**src/rtl/sequential_divider_if.sv**
```systemverilog
// Request/response bundle for the sequential divider.
// The requester drives operands and start; the divider returns status and results.
interface sequential_divider_if #(
  parameter int WIDTH = 32
);
  logic             start;
  logic             sign_mode;
  logic [WIDTH-1:0] dividend;
  logic [WIDTH-1:0] divisor;
  logic             busy;
  logic             done;
  logic [WIDTH-1:0] quotient;
  logic [WIDTH-1:0] remainder;
  logic             div_by_zero;

  modport master (
    output start, sign_mode, dividend, divisor,
    input  busy, done, quotient, remainder, div_by_zero
  );

  modport slave (
    input  start, sign_mode, dividend, divisor,
    output busy, done, quotient, remainder, div_by_zero
  );
endinterface

```
**src/rtl/sequential_divider.sv**
```systemverilog
// Fixed-latency restoring divider, signed (DIV) or unsigned (DIVU).
// One quotient bit per CALC cycle, sign correction in SIGNFIX.
module sequential_divider #(
  parameter int WIDTH = 32
) (
  input logic                  clk,
  input logic                  rst_n,
  sequential_divider_if.slave  bus
);
  localparam int CW = $clog2(WIDTH + 1);

  typedef enum logic [1:0] {
    IDLE, CALC, SIGNFIX, DONE
  } state_e;

  state_e           state_q, state_d;
  logic [CW-1:0]    cnt_q, cnt_d;
  logic [WIDTH-1:0] rem_q, rem_d;
  logic [WIDTH-1:0] quo_q, quo_d;
  logic [WIDTH-1:0] dvs_q, dvs_d;
  logic             qsign_q, qsign_d;
  logic             rsign_q, rsign_d;
  logic             dbz_q, dbz_d;
  logic [WIDTH-1:0] quot_q, quot_d;
  logic [WIDTH-1:0] remo_q, remo_d;

  logic             dz, neg_a, neg_b;
  logic [WIDTH:0]   sh, trial;

  // A zero divisor keeps the raw dividend so the plain restoring
  // loop yields all-ones quotient and the untouched dividend.
  assign dz    = (bus.divisor == '0);
  assign neg_a = bus.sign_mode & bus.dividend[WIDTH-1] & ~dz;
  assign neg_b = bus.sign_mode & bus.divisor[WIDTH-1];

  assign sh    = {rem_q, quo_q[WIDTH-1]};
  assign trial = sh - {1'b0, dvs_q};

  always_ff @(posedge clk or negedge rst_n) begin
    if (!rst_n) begin
      state_q <= IDLE;
      cnt_q   <= '0;
      rem_q   <= '0;
      quo_q   <= '0;
      dvs_q   <= '0;
      qsign_q <= 1'b0;
      rsign_q <= 1'b0;
      dbz_q   <= 1'b0;
      quot_q  <= '0;
      remo_q  <= '0;
    end else begin
      state_q <= state_d;
      cnt_q   <= cnt_d;
      rem_q   <= rem_d;
      quo_q   <= quo_d;
      dvs_q   <= dvs_d;
      qsign_q <= qsign_d;
      rsign_q <= rsign_d;
      dbz_q   <= dbz_d;
      quot_q  <= quot_d;
      remo_q  <= remo_d;
    end
  end

  always_comb begin
    state_d = state_q;
    cnt_d   = cnt_q;
    rem_d   = rem_q;
    quo_d   = quo_q;
    dvs_d   = dvs_q;
    qsign_d = qsign_q;
    rsign_d = rsign_q;
    dbz_d   = dbz_q;
    quot_d  = quot_q;
    remo_d  = remo_q;
    unique case (state_q)
      IDLE: begin
        if (bus.start) begin
          state_d = CALC;
          cnt_d   = '0;
          rem_d   = '0;
          quo_d   = neg_a ? -bus.dividend : bus.dividend;
          dvs_d   = neg_b ? -bus.divisor : bus.divisor;
          qsign_d = neg_a ^ neg_b;
          rsign_d = neg_a;
          dbz_d   = dz;
        end
      end
      CALC: begin
        // The count reaches WIDTH one cycle after the last step.
        if (cnt_q == CW'(WIDTH)) begin
          state_d = SIGNFIX;
        end else begin
          cnt_d = cnt_q + CW'(1);
          if (!trial[WIDTH]) begin
            rem_d = trial[WIDTH-1:0];
            quo_d = {quo_q[WIDTH-2:0], 1'b1};
          end else begin
            rem_d = sh[WIDTH-1:0];
            quo_d = {quo_q[WIDTH-2:0], 1'b0};
          end
        end
      end
      SIGNFIX: begin
        state_d = DONE;
        quot_d  = qsign_q ? -quo_q : quo_q;
        remo_d  = rsign_q ? -rem_q : rem_q;
      end
      DONE: begin
        state_d = IDLE;
      end
      default: begin
        state_d = IDLE;
      end
    endcase
  end

  assign bus.busy        = (state_q != IDLE);
  assign bus.done        = (state_q == DONE);
  assign bus.quotient    = quot_q;
  assign bus.remainder   = remo_q;
  assign bus.div_by_zero = dbz_q;
endmodule

```
**src/flat_wrapper.sv**
```systemverilog
// flat-port wrapper written by rule: the top's interface ports become plain ports
module sequential_divider_flat 
#(
  parameter int WIDTH = 32
)
  (clk, rst_n, bus_start, bus_sign_mode, bus_dividend, bus_divisor, bus_busy, bus_done, bus_quotient, bus_remainder, bus_div_by_zero);
  sequential_divider_if #(.WIDTH(WIDTH)) bus_i ();
  input logic clk;
  input logic rst_n;
  input wire logic [$bits(bus_i.start)-1:0] bus_start;
  input wire logic [$bits(bus_i.sign_mode)-1:0] bus_sign_mode;
  input wire logic [$bits(bus_i.dividend)-1:0] bus_dividend;
  input wire logic [$bits(bus_i.divisor)-1:0] bus_divisor;
  output wire logic [$bits(bus_i.busy)-1:0] bus_busy;
  output wire logic [$bits(bus_i.done)-1:0] bus_done;
  output wire logic [$bits(bus_i.quotient)-1:0] bus_quotient;
  output wire logic [$bits(bus_i.remainder)-1:0] bus_remainder;
  output wire logic [$bits(bus_i.div_by_zero)-1:0] bus_div_by_zero;
  assign bus_i.start = bus_start;
  assign bus_i.sign_mode = bus_sign_mode;
  assign bus_i.dividend = bus_dividend;
  assign bus_i.divisor = bus_divisor;
  assign bus_busy = bus_i.busy;
  assign bus_done = bus_i.done;
  assign bus_quotient = bus_i.quotient;
  assign bus_remainder = bus_i.remainder;
  assign bus_div_by_zero = bus_i.div_by_zero;
  sequential_divider #(.WIDTH(WIDTH)) u_core (.clk(clk), .rst_n(rst_n), .bus(bus_i));
endmodule
```
**config.mk**
```make
export PLATFORM = sky130hd
export DESIGN_NAME = sequential_divider_flat
export DESIGN_NICKNAME = d
export VERILOG_FILES = /design/src/rtl/sequential_divider_if.sv /design/src/rtl/sequential_divider.sv /design/src/flat_wrapper.sv
export SDC_FILE = /design/constraint.sdc
export NUM_CORES = 1
export LEC_CHECK = 0
export ABC_AREA = 1
export CORE_UTILIZATION = 25
export DETAILED_ROUTE_END_ITERATION = 8
export GPL_ROUTABILITY_DRIVEN = 0
export SYNTH_ARGS = -nofsm -noshare
export SYNTH_HDL_FRONTEND = slang
export SYNTH_SLANG_ARGS = --single-unit
```
**constraint.sdc**
```tcl
create_clock -name clk -period 6.25 [get_ports clk]
set_input_delay 1.875 -clock clk [delete_from_list [all_inputs] [get_ports clk]]
set_output_delay 1.875 -clock clk [all_outputs]
set_load 0.01 [all_outputs]
```
# --- Word level (Yosys, flattened, before mapping) ---
# Cells that the tools add are included.
word_totals:
  regBits: 171
  out_inout_bits: 67
op_classes:
  n_addsub: 6
  eq_ne: 7
  n_mux: 18
  bitwise: 5
  n_reduce_logical: 7
ops:
  columns: ["op", "n"]
  rows:
  - ["$mux 32", 9]
  - ["$neg 32->32", 4]
  - ["$pmux 32 s2", 2]
  - ["$sub 33x32->33", 1]
  - ["$logic_not 32->1", 1]
  - ["$mux 6", 2]
  - ["$pmux 6 s2", 1]
  - ["$pmux 2 s4", 1]
  - ["$add 6x1->6 const B", 1]
  - ["$eq 6x6->1 const B", 1]
  - ["$eq 2x2->1 const B", 2]
  - ["$mux 2", 2]
  - ["$ne 2x2->1 const B", 2]
  - ["$reduce_and 2->1", 2]
  - ["$reduce_bool 2->1", 2]
  - ["$and 1x1->1", 3]
  - ["$reduce_and 3->1", 1]
  - ["$eq 2x1->1 const B", 1]
  - ["$logic_not 2->1", 1]
  - ["$ne 2x1->1 const B", 1]
  - ["$mux 1", 1]
  - ["$not 1->1", 1]
  - ["$xor 1x1->1", 1]

# --- Longest topological paths before layout ---
# Gate-level depths: netlist (run 1).
depth:
  word_depth: 6
  depth_mapped: 18
  mapped_depth_nobuf: 17

# --- Least setup slack after synthesis (run 1) ---
# Ideal clock, no wire load.
synth_path:
  path_kind: "input to register"
  from: "input port bus_divisor[0]"
  to: "register u_core.qsign_q"
  setup_time_ns: 0.136
  t_arrival_ns: 3.208
  path_slack_ns: 2.906
  stages: 14
  n_path_buf: 1
  cell_sequence: "inv_1 ha_1 nand2_1 nor2_1 nand3b_1 inv_2 nand2_1 nor2_2 nor2_4 inv_4 buf_4 a21oi_1 o21ai_0 o21ai_0"
synth_between:
  elab_chain_cells: 4
synth_rtl:
  columns: ["item", "line", "source"]
  rows:
  - ["from (decl)", "flat_wrapper.sv:13", "input wire logic [$bits(bus_i.divisor)-1:0] bus_divisor;"]
  - ["$logic_not 32->1", "sequential_divider.sv:32", "assign dz = (bus.divisor == '0);"]
  - ["$not 1->1", "sequential_divider.sv:33", "assign neg_a = bus.sign_mode & bus.dividend[WIDTH-1] & ~dz;"]
  - ["$and 1x1->1", "sequential_divider.sv:33", null]
  - ["$xor 1x1->1", "sequential_divider.sv:84", "qsign_d = neg_a ^ neg_b;"]
  - ["to (signal assigned)", "sequential_divider.sv:57", "qsign_q <= qsign_d;"]
  - ["to (decl)", "sequential_divider.sv:21", "logic qsign_q, qsign_d;"]
# Every way passes these cells.
# A chain may end at the register's enable or synchronous reset.

# --- Final worst setup path (run 1) ---
layout_path:
  from: "input port bus_start"
  to: "register u_core.cnt_q[5]"
layout_between:
  elab_chain_cells: 2
layout_rtl:
  columns: ["item", "line", "source"]
  rows:
  - ["from (decl)", "flat_wrapper.sv:10", "input wire logic [$bits(bus_i.start)-1:0] bus_start;"]
  - ["$ne 2x2->1 (no line)", null, null]
  - ["$reduce_and 3->1 (no line)", null, null]
  - ["to (signal assigned)", "sequential_divider.sv:53", "cnt_q <= cnt_d;"]
  - ["to (decl)", "sequential_divider.sv:17", "logic [CW-1:0] cnt_q, cnt_d;"]
# Every way passes these cells.

==> results by group, run 1 <==
Hold path
  • HP Class: reg2reg
  • Hold-critical path depth: 2
  • Hold wc startpoint: u_core.bus.quotient[8]
  • WHS Endpoint: u_core.bus.quotient[8]

Power and ir drop
  • Switching pwr: around 4400 uW
  • Int Power: about 4000 uW
  • Clock share of power: between 10% and 20%
  • Logic pwr share: 62.7%
  • Leakage power: between 0.007 and 0.008 uW
  • Tot Pwr: ~8400 uW
  • Power Dens Cells: around 530 nW/um^2
  • Register share of total power: about a quarter
  • Maximum vdd drop: about 0.22 mV
  • Sw Ratio: about 52%

STA
  • Minimum clock period: between 4 and 5 ns
  • Worst Tran Pin Value: about 1 ns
  • Part of the cycle the worst path needs: about 69%
  • FMAX: approximately 230 MHz
  • TNS Setup: 0 ns
  • Setup WS post-layout: ~1.9 ns
  • Slew margin rel.: between 30% and 40%
  • Final setup viols: 0
  • RSZ-0062 raised after global routing: no
  • Final Skew: approximately 0.014 ns
  • Final-report hold violation count: 0
  • Pins Over Slew Limit: 0

CTS
  • Hold_buf cts: 0
  • Max clock buf depth: 2
  • CTS Root Cell: clkbuf_16
  • CTS clk-pin slew, worst paths: about 0.07 ns
  • Cts repair resizes: 0
  • Clock Latency Late Sink: ~0.45 ns
  • CTS Sinks: approximately 170
  • H-tree Lvls: 4
  • CTS buffer count: 17
  • CTS tree: built
  • Setup bufs post-CTS: 0

Floorplanning
  • Initial Util: between 20 and 30%
  • Total I/O pin count: between 100 and 150
  • CORE AREA: 51700 um^2
  • Die W: between 200 and 250 um
  • Die area: between 50000 and 60000 um^2
  • Die H: between 200 and 250 um
  • Row cnt: 83

Placement
  • HPWL after detailed placement: approximately 35 mm
  • Buffers on Ports: 134
  • Place WS: 1.56 ns

Synth
  • Top cell type's share of synthesized area: around a third
  • Cells after Synth: between 2000 and 2500
  • Mapped Area: between 10000 and 15000 um^2
  • Post-synth cell types: 43
  • Synth Register Bits: 171
  • Synth async-reset ratio: 100%
  • Syn nets: 2177
  • Syn Area/Cell: around 6.4 um^2
  • Post-synth EDFFs: 0
  • Seq/Total Area, Yosys: 32.4%
  • Synth area leader: dfrtp_1
  • Ranking of synthesized cells by area: dfrtp_1 (32%), nand2_1 (20%), nand3_1 (8.5%), inv_1 (8.5%), nor2_1 (5.3%)
  • Synth warn: 0
  • Main flop type after synthesis: dfrtp_1

Detailed routing
  • Iteration-0 DRC Markers: approximately 1400
  • Avg WL per Cell: approximately 16 um
  • Via Count: around 13000
  • Residual DRC count: 0
  • Final ANT Viol Nets: 0
  • Detailed-route wire length: ~44 mm
  • Via/cell ratio: approximately 4.7
  • Pre-antenna DRT Iters: 6

Setup path
  • Worst R2R End: u_core.cnt_q[5]
  • WP data required: about 6.6 ns
  • Crit-path max FO: 35
  • CP endpoint kind: flip-flop
  • Critical Path Start Type: input pin
  • R2r setup slk: 3.06 ns
  • Critical Path AT: about 4.7 ns
  • Type of the worst setup path: in2reg
  • Worst R2R Path Depth: 10
  • Worst reg2reg startpoint: u_core.state_q[1]

Final layout
  • FILL cells: ~5700
  • Area delta synth->final: 19.6%
  • Fin nets: around 2300
  • Share of cells above drive strength 1: under 10%

GRT
  • Gr ovfl total: 0
  • Largest net degree at the start of global routing: 102
  • Initial antenna violation count: 1
  • Global-route wire length before repair: ~70 mm
  • Overall global routing resource usage: 16.5%
  • Vias in the first global route: 12400

Run status
  • Outcome: finished clean

Job
  • Max-Cap Viols: 0
[layout make-up]
class	count	area, um^2	area share [%]
inverters	307	1150	7.32
diodes	1	2.50	0.0159
clock buffers	19	453	2.87
flip-flops and latches	171	4280	27.1
repair buffers	142	1420	8.97
well taps	680	851	5.39
multi-input cells	1530	7490	47.5
clock inverters	13	135	0.856
[cell families (layout without fill, tap and decap cells)]
kind of cell,count (synthesis),after routing,synth area share (%)
buf+inv,365,481,10.8
other cells,0,1,0
fa+ha+maj,43,43,4.14
xor+xnor,72,72,4.78
flops,171,171,32.4
simple gates,1203,1203,38.8
compound gates,212,212,9.02
[Yosys cell counts (all sizes together) (2+ instances only)]
cell type,instances
o21bai,10
o31ai,2
nor4,4
nand3,225
xnor2,11
inv,305
xor2,61
dfrtp,171
o211ai,6
a21oi,41
nor3,25
buf,26
nand3b,22
o22ai,20
or2,9
a21o,7
clkinv,2
nor2,191
o21ai,112
ha,42
and3,2
nand2,697
nand4,27
clkbuf,32
a31oi,13
[through the flow]
stage               instance area [um^2]  cells  utilization, %  hold slack [ns]
floorplan                          13200   2066               -            0.449
finish                             15800   2863            30.5            0.485
global route                       15800   2862            30.5            0.510
detailed placement                 15200   2830            29.4            0.472
global placement                   15200   2830            29.4            0.469
CTS                                15800   2862            30.5            0.488
[how the worst max path moves through the flow]
stage                              start               to  cells past startpoint
after floorplan           bus_divisor[0]   u_core.qsign_q                     14
after global placement         bus_start  u_core.cnt_q[5]                     11
after detailed placement       bus_start  u_core.cnt_q[5]                     11
after CTS                      bus_start  u_core.cnt_q[5]                     11
after global routing           bus_start  u_core.cnt_q[5]                     11
final                          bus_start  u_core.cnt_q[5]                     11
[flip-flops by register name, indices dropped and copies added, names as in the netlist]
name / flops
u_core.bus.div_by_zero: 1
u_core.bus.quotient: 32
u_core.bus.remainder: 32
u_core.cnt_q: 6
u_core.dvs_q: 32
u_core.qsign_q: 1
u_core.quo_q: 32
u_core.rem_q: 32
u_core.rsign_q: 1
u_core.state_q: 2
[per-layer routing]
metal	vias to the layer above	wire length (um)	share of wire [%]	global-route usage (%)
li1	6746	-	-	-
met3	51	3070	6.9	2.85
met2	502	19200	43	24.7
met5	-	12	0.027	0
met1	6192	21500	48	24.4
met4	2	678	1.5	3.60
[power groups by stage]
stage / Sequential [uW] / Clock (uW) / Combinational [uW]
after floorplan: 1970 / 0 / 3610
after CTS: 2070 / 1100 / 5240
after detailed placement: 2090 / 0 / 5200
final: 2070 / 1070 / 5290
after global placement: 2070 / 0 / 5150
after global routing: 2130 / 1140 / 5930
[worst max-delay path: stages]
cell             delay, ns
clkdlybuf4s50_1       0.49
inv_1                 0.05
nand2_1               0.08
nand3_1               0.70
nand2_1               0.30
inv_1                 0.23
buf_4                 0.33
nor3_1                0.24
nand2_1               0.10
o21ai_0               0.19
a21oi_1               0.06
[layout by cell type, fill, tap and decap left out, drive strengths merged]
cell type	instances
nand2	697
inv	310
nand3	225
nor2	191
dfrtp	171
clkdlybuf4s50	133
o21ai	112
xor2	61
ha	42
a21oi	41
nand4	27
nor3	25
nand3b	22
o22ai	20
clkbuf	19
a31oi	13
xnor2	11
o21bai	10
or2	9
buf	9
a21o	7
clkinv	7
o211ai	6
nor4	4
and3	2
o31ai	2
clkinvlp	2
diode	1
and2	1
o21a	1
fa	1
bufinv	1
No activity file was read; power rests on OpenSTA's default activity.
==> run 2, diff against run 1 <==
clock period = 3.8 ns   (was 6.25 ns; I/O delays follow)
==> run 2 against run 1 <==
- sequential cell count unchanged
- cell count rose by 0.42%
- core utilization rose by 0.30 points
- largest cell class unchanged
==> results by group, run 2 (same netlist as run 1, synthesis figures left out) <==
Run status
  • Outcome: finished clean

STA
  • Final-report hold violation count: 0 (unchanged)
  • Setup WS post-layout: 0.799 ns (-1.13 ns)
  • Slew margin rel.: 59.8% (+28 points)
  • TNS Setup: 0 ns (unchanged)
  • Minimum clock period: between 3 and 4 ns
  • Final Skew: 0.0133 ns (-0.000474 ns)
  • Part of the cycle the worst path needs: between 70 and 80%
  • FMAX: between 300 and 400 MHz
  • Worst Tran Pin Value: 0.603 ns (-0.421 ns)
  • Final setup viols: 0 (unchanged)
  • Pins Over Slew Limit: 0 (unchanged)
  • RSZ-0062 raised after global routing: no

Final layout
  • Diode count: 0 (-1)
  • FILL cells: 5690 (+0.28%)
  • Fin util: 30.8% (+0.30 points)
  • Most frequent cells in the layout: nand2_1 (687), inv_1 (297), nand3_1 (223)
  • Area occupied by multi-input gates: 7490 um^2 (unchanged)
  • Area delta synth->final: 20.8%
  • Commonest non-fill, non-tap cell in the layout: nand2_1
  • Non-filler cells, final: 2875 (+0.42%)
  • Share of cells above drive strength 1: 4.42% (+0.52 points)
  • FF+latch area: 4280 um^2 (unchanged)
  • Fin nets: 2293 (+0.57%)

Floorplanning
  • Die area: 53700 um^2 (unchanged)
  • CORE AREA: 51700 um^2 (unchanged)
  • Initial Util: 25.5% (unchanged)
  • Total I/O pin count: 135 (unchanged)
  • Row cnt: 83 (unchanged)
  • Die H: 232 um (unchanged)
  • Die W: 232 um (unchanged)

GRT
  • Gr ovfl total: 0 (unchanged)
  • Largest net degree at the start of global routing: 57 (-44%)
  • Global-route wire length before repair: 69.2 mm (-0.91%)
  • Initial antenna violation count: 1 (unchanged)
  • Vias in the first global route: 12400 (+0.36%)
  • Overall global routing resource usage: 16.4% (-0.029 points)

CTS
  • Max clock buf depth: 2 (unchanged)
  • Cts repair resizes: 0 (unchanged)
  • CTS Sinks: 171 (unchanged)
  • CTS buffer count: 17 (unchanged)
  • Hold_buf cts: 0 (unchanged)
  • CTS Root Cell: clkbuf_16
  • Setup bufs post-CTS: 0 (unchanged)
  • CTS tree: built
  • CTS clk-pin slew, worst paths: 0.07 ns (about the same)
  • Clock Latency Late Sink: 0.46 ns (about the same)
  • H-tree Lvls: 4 (unchanged)

Detailed routing
  • Iteration-0 DRC Markers: 1179 (-14%)
  • Met2 Wirelength: 18.6 mm (-3.3%)
  • Highest metal layer with signal wires: met5
  • Wl on met1: 21.6 mm (+0.26%)
  • Via/cell ratio: 4.62 (-2.0%)
  • Wire length on met3: 2.97 mm (-3.4%)
  • Pre-antenna DRT Iters: 6 (unchanged)
  • Via Count: 13300 (-1.6%)
  • Final ANT Viol Nets: 0 (unchanged)
  • Detailed-route wire length: 43.9 mm (-1.2%)
  • Avg WL per Cell: 15.3 um (-1.6%)
  • Residual DRC count: 0 (unchanged)

Setup path
  • Critical Path Start Type: input pin
  • Crit-path max FO: 36 (+2.9%)
  • Critical path's top delay family: buffers and inverters
  • Type of the worst setup path: in2reg
  • WP data required: 4.18 ns (-2.40 ns)
  • Most used cell, CP: nand2_1
  • Max stage delay on crit path: 0.39 ns (-0.31 ns)
  • Cell breakdown of the critical path: clkdlybuf4s50_1 -> inv_1 -> ha_1 -> nand2_1 -> nor2_1 -> nand3b_1 -> inv_2 -> nand2_1 -> nor2_2 -> nor2_4 -> buf_12 -> inv_4 -> nor2_1 -> nand2_1 -> nand2_1 -> o21bai_1
  • Slowest-stage cell, CP: clkdlybuf4s50_1
  • Bufs and invs on worst path: 5 (+1)
  • Critical Path AT: 3.38 ns (-1.27 ns)
  • CP endpoint kind: flip-flop

Placement
  • Place WS: 0.321 ns (-1.24 ns)
  • HPWL after detailed placement: 35.4 mm (+1.1%)
  • Buffers on Ports: 134 (unchanged)
  • Inst Count DP: 2843 (+0.46%)

Hold path
  • HP Class: reg2reg

Power and ir drop
  • Leakage power: 0.00805 uW (+1.1%)
  • Power Dens Cells: 879 nW/um^2 (+64%)
  • Maximum vdd drop: 0.363 mV (+67%)
  • Tot Pwr: 14000 uW (+66%)

Job
  • Max-Cap Viols: 0 (unchanged)
## run 2: cell count changes in the layout (fill, tap and decap cells not counted), moves of 2 or more
cell	previous run	this run
bufinv_16	1	3
buf_4	7	18
clkinv_2	2	0
buf_12	1	3
inv_6	3	1
inv_8	1	3
## run 2: through the flow
stage          cell area (um^2)  hold WS, ns
2_1_floorplan             13200        0.449
3_3_place_gp              15300        0.466
3_5_place_dp              15300        0.468
4_1_cts                   15900        0.486
5_1_grt                   15900        0.497
6_report                  15900        0.483
## run 2: path summary, 6_finish.rpt
path,slack [ns],endpoint,cells after the start,startpoint
setup / recovery,0.80,u_core.quo_q[27],16,bus_divisor[1]
hold / removal,0.48,u_core.bus.quotient[7],2,u_core.bus.quotient[7]
setup reg to reg,0.94,u_core.rem_q[22],16,u_core.quo_q[31]
hold reg to reg,0.48,u_core.bus.quotient[7],2,u_core.bus.quotient[7]
max in group asynchronous,2.31,u_core.dvs_q[28],2,rst_n
min in group asynchronous,0.66,u_core.bus.quotient[14],1,rst_n
## run 2: metal layers
layer | vias to the layer above | GRT usage [%]
met4 | 2 | 5.04
li1 | 6763 | -
met1 | 6040 | 23.8
met5 | - | 0
met3 | 51 | 3.27
met2 | 420 | 24.3
## run 2: tightest hold or removal path: cells and delay by family, from the launching register on
family	cells	cell delay, ns
simple gates	1	0.05
flops	1	0.34
compound gates	1	0.06
## run 2: cell type report
cell class | count | area share (%)
tap | 680 | 5.34
multi-input combinational | 1530 | 47.0
sequential | 171 | 26.9
inverter | 307 | 7.25
timing repair buffer | 155 | 9.65
clock inverter | 13 | 1.15
clock buffer | 19 | 2.78
## run 2: power breakdown
group          switching (uW)  leakage [uW]  internal (uW)  total [uW]
registers                 732       0.00218           2620        3350
clock network             817      0.000300           1070        1890
logic                    5700       0.00557           3080        8770
total                    7250       0.00805           6770       14000
==> RTL change 1 (flow settings as in run 2) <==
`WIDTH` is set to 32 in 3 places; all go to 16.
--- a/src/rtl/sequential_divider_if.sv
+++ b/src/rtl/sequential_divider_if.sv
@@ -1,7 +1,7 @@
 // Request/response bundle for the sequential divider.
 // The requester drives operands and start; the divider returns status and results.
 interface sequential_divider_if #(
-  parameter int WIDTH = 32
+  parameter int WIDTH = 16
 );
   logic             start;
   logic             sign_mode;
--- a/src/rtl/sequential_divider.sv
+++ b/src/rtl/sequential_divider.sv
@@ -1,7 +1,7 @@
 // Fixed-latency restoring divider, signed (DIV) or unsigned (DIVU).
 // One quotient bit per CALC cycle, sign correction in SIGNFIX.
 module sequential_divider #(
-  parameter int WIDTH = 32
+  parameter int WIDTH = 16
 ) (
   input logic                  clk,
   input logic                  rst_n,
--- a/src/flat_wrapper.sv
+++ b/src/flat_wrapper.sv
@@ -1,7 +1,7 @@
 // flat-port wrapper written by rule: the top's interface ports become plain ports
 module sequential_divider_flat 
 #(
-  parameter int WIDTH = 32
+  parameter int WIDTH = 16
 )
   (clk, rst_n, bus_start, bus_sign_mode, bus_dividend, bus_divisor, bus_busy, bus_done, bus_quotient, bus_remainder, bus_div_by_zero);
   sequential_divider_if #(.WIDTH(WIDTH)) bus_i ();
Interface: changed (resized bus_dividend, bus_divisor, bus_quotient and bus_remainder); port bits go from 135 to 71. The function was not compared with the original's and may differ.
==> RTL change 1 against run 2 <==
- setup slack gained 140 ps
- clock power fell by 44%
- clock skew is 3.8 ps lower
- design area down 50%
- highest routed layer is now met4
- largest power group unchanged
- sequential cell count fell by 81
- die area decreased by 50%
- wire length down 60%
- power is 48% lower
- utilization is 0.34 points higher
- first-iteration DRC count fell by 66%
- combinational power shrank 49%
- synthesized area fell by 50%
==> RTL change 1: results <==
{
  "status": "completed",
  "yosysUniqueCellTypes": 41,
  "hold-worst-slack_ps": 482,
  "grtUsageTotal_pct": 13.8,
  "place_area_mm2": 0.00759,
  "p_int_mw": 3.71,
  "grt_use_met2_pct": 20.9,
  "antenna_found_initial": 0,
  "drive_above_1_share_pct": 6.68,
  "yosys-top-cells-count": "308 x nand2_1, 124 x inv_1, 103 x nand3_1",
  "grt_start_max_net_pins": 47,
  "wl_met3_um": 831,
  "placed_cells": 1347,
  "ys_top_cells_by_area": "dfrtp_1 34%, nand2_1 18%, nand3_1 7.8%",
  "power.leakage_nw": 3.96,
  "htree_levels": 3,
  "seqPwrFrac_pct": 24.8,
  "io_buffers": 70,
  "met1_usage_pct": 19.6,
  "worst_pin_slew_ps": 1020,
  "cts_buffers": 9,
  "p_comb_mw": 4.43,
  "drt-total-wl_um": 17500,
  "vdd_ir_drop_max_uv": 378,
  "crit_path_max_incr_delay_ps": 540,
  "wl_met2_um": 7470,
  "wl_met1_um": 8980
}
## RTL change 1: cell count changes after synthesis, moves of 16 or more
cell             run 2  this run
inv_1              297       124
xor2_1              61        31
o21ai_0            104        60
nand3_1            223       103
ha_1                42        26
dfrtp_1            171        90
nand3b_1            22         3
o22ai_1             20         1
clkbuf_1            32        14
nand4_1             27        10
nor2_1             185        70
nand2_1            687       308
## RTL change 1: area by class of cell
type | count | area (um^2)
clock buffers | 9 | 225
clock inverters | 7 | 124
fillers | 2727 | 17500
inverters | 134 | 505
multi-input cells | 715 | 3660
flip-flops and latches | 90 | 2250
well taps | 330 | 413
repair buffers | 78 | 758
## RTL change 1: kinds of logic after synthesis
family                     count (synthesis)  synth area share, %
and+or+nand+nor                          543                 36.4
buffers and inverters                    163                 10.1
AOI/OAI and AO/OA                        105                 8.66
DFF                                       90                 34.2
xor gates and xnor gates                  40                 5.33
adders and majority gates                 27                 5.25
==> RTL change 2 (settings of run 2) <==
Made on the original files. Re-encode `state_e` (4 states) as one-hot, 4 bits wide.
--- a/src/rtl/sequential_divider.sv
+++ b/src/rtl/sequential_divider.sv
@@ -9,8 +9,8 @@
 );
   localparam int CW = $clog2(WIDTH + 1);
 
-  typedef enum logic [1:0] {
-    IDLE, CALC, SIGNFIX, DONE
+  typedef enum logic [3:0] {
+    IDLE = 4'b0001, CALC = 4'b0010, SIGNFIX = 4'b0100, DONE = 4'b1000
   } state_e;
 
   state_e           state_q, state_d;
Function: same outputs for any inputs over 10 cycles, from zero or initial values and one cycle with rst_n low; not proved beyond that.
==> RTL change 2 against run 2 <==
- setup slack worse by 220 ps
- synthesized area grew 2.4%
- clock power down 4%
- global-route usage shrank 0.53 points
- wire length fell by 1.0%
- power rose by 5.2%
- design area is 1.8% higher
- sequential share of layout area fell by 0.16 points
- sequential cell count increased by 2
- largest cell class unchanged
==> RTL change 2: results <==
{
  "yosys.area_share.xor_xnor_pct": 5.44,
  "synth-compound-area-share_pct": 9.65,
  "yosys_warnings": 0,
  "power.leakage_nw": 8.18,
  "arrival_ps": 2080,
  "drtIter0Drc": 1046,
  "vdd_ir_drop_max_uv": 473,
  "clockBufferDepth": 2,
  "grt_pass1_wl_um": 68400,
  "p_switching_mw": 7.75,
  "status": "completed",
  "maxSlewHeadroom_pct": 44.6,
  "cts_buffers": 17,
  "reg2reg_depth": 18,
  "yosys.area_share.adder_pct": 3.67,
  "dr_total_vias": 13200,
  "cp_max_fo": 3,
  "num-nets-final": 2292,
  "synthCells": 2069,
  "ys_top_cells_by_area": "dfrtp_1 32%, nand2_1 19%, inv_1 7.8%",
  "met1_usage_pct": 24.2,
  "fill_cells": 5863,
  "insertion_delay_ps": 460,
  "synth_nets": 2176,
  "drive_above_1_share_pct": 5.74,
  "drt-total-wl_um": 43500,
  "grt_pass1_vias": 12000,
  "grt_use_met2_pct": 23.2,
  "skew_ps": 20.1,
  "hpwlAfterDp_um": 35100,
  "grt_use_met3_pct": 2.56,
  "ys_seq_area_share_pct": 32.0,
  "yosysUniqueCellTypes": 50,
  "grt_start_max_net_pins": 91,
  "path_clk_slew_ps": 60,
  "antenna_found_initial": 0,
  "finalNonFillerCells": 2885,
  "crit_path_max_incr_delay_ps": 630,
  "grtUsageTotal_pct": 15.9,
  "yosys-top-cells-count": "672 x nand2_1, 282 x inv_1, 193 x nand3_1",
  "cts_root_buffer": "clkbuf_16"
}
[RTL change 2: cell types whose count changed after synthesis, sizes merged, moves of 4 or more]
| cell | run 2 | this run |
|---|---|---|
| nand3 | 225 | 206 |
| xor2 | 61 | 74 |
| a21o | 7 | 19 |
| inv | 305 | 293 |
| nor3 | 25 | 36 |
| nor2 | 191 | 183 |
| clkbuf | 32 | 37 |
| nand3b | 22 | 17 |
| nand4 | 27 | 32 |
| o21bai | 10 | 5 |
| buf | 26 | 22 |
| ha | 42 | 38 |
| o31ai | 2 | 6 |
[RTL change 2: metrics by stage]
step / power (mW) / instance area (um^2) / setup slack (ps)
global route: 16.1 / 16200 / 483
floorplan: 9.93 / 13500 / 1240
global placement: 12.8 / 15600 / 511
CTS: 14.7 / 16200 / 560
finish: 14.7 / 16200 / 579
detailed placement: 12.9 / 15600 / 423
[RTL change 2: routing by layer]
| layer | part of all wire [%] | wire [um] |
|---|---|---|
| met4 | 1.1 | 499 |
| met5 | 0 | 0 |
| met1 | 52 | 22500 |
| met3 | 5.6 | 2420 |
| met2 | 42 | 18100 |
[RTL change 2: final timing paths]
check                      slack [ps]                     from                       to
setup / recovery                  580        u_core.state_q[1]                 bus_done
hold / removal                    480  u_core.bus.remainder[7]  u_core.bus.remainder[7]
setup reg to reg                 1050         u_core.quo_q[31]          u_core.rem_q[4]
hold reg to reg                   480  u_core.bus.remainder[7]  u_core.bus.remainder[7]
max in group asynchronous        2210                    rst_n        u_core.state_q[0]
min in group asynchronous         770                    rst_n   u_core.bus.quotient[8]
[RTL change 2: final cells by class]
type | count | area share (%)
Tap cell | 688 | 5.31
Timing Repair Buffer | 156 | 9.54
Sequential cell | 173 | 26.7
Clock inverter | 13 | 0.948
Clock buffer | 18 | 2.64
Inverter | 295 | 6.82
Multi-Input combinational cell | 1542 | 48.0
[RTL change 2: critical path, delay by kind of cell, from the launching register on]
kind	cells	cell delay [ps]
simple gates	2	520
flops	1	410
buf+inv	2	710
[RTL change 2: logic make-up (layout without fill, tap and decap cells)]
family,after synthesis,count (layout)
flip-flops,173,173
AND/OR/NAND/NOR,1192,1192
adder cells (fa/ha/maj),39,39
AO/OA/AOI/OAI,227,227
XOR/XNOR,84,84
buffers and inverters,354,482
[RTL change 2: power groups by stage]
stage,clock [mW],combinational [mW],sequential [mW]
final,1.82,9.47,3.45
after global routing,1.94,10.6,3.55
after CTS,1.87,9.44,3.43
after detailed placement,0,9.40,3.46
after global placement,0,9.37,3.45
after floorplan,0,6.62,3.30
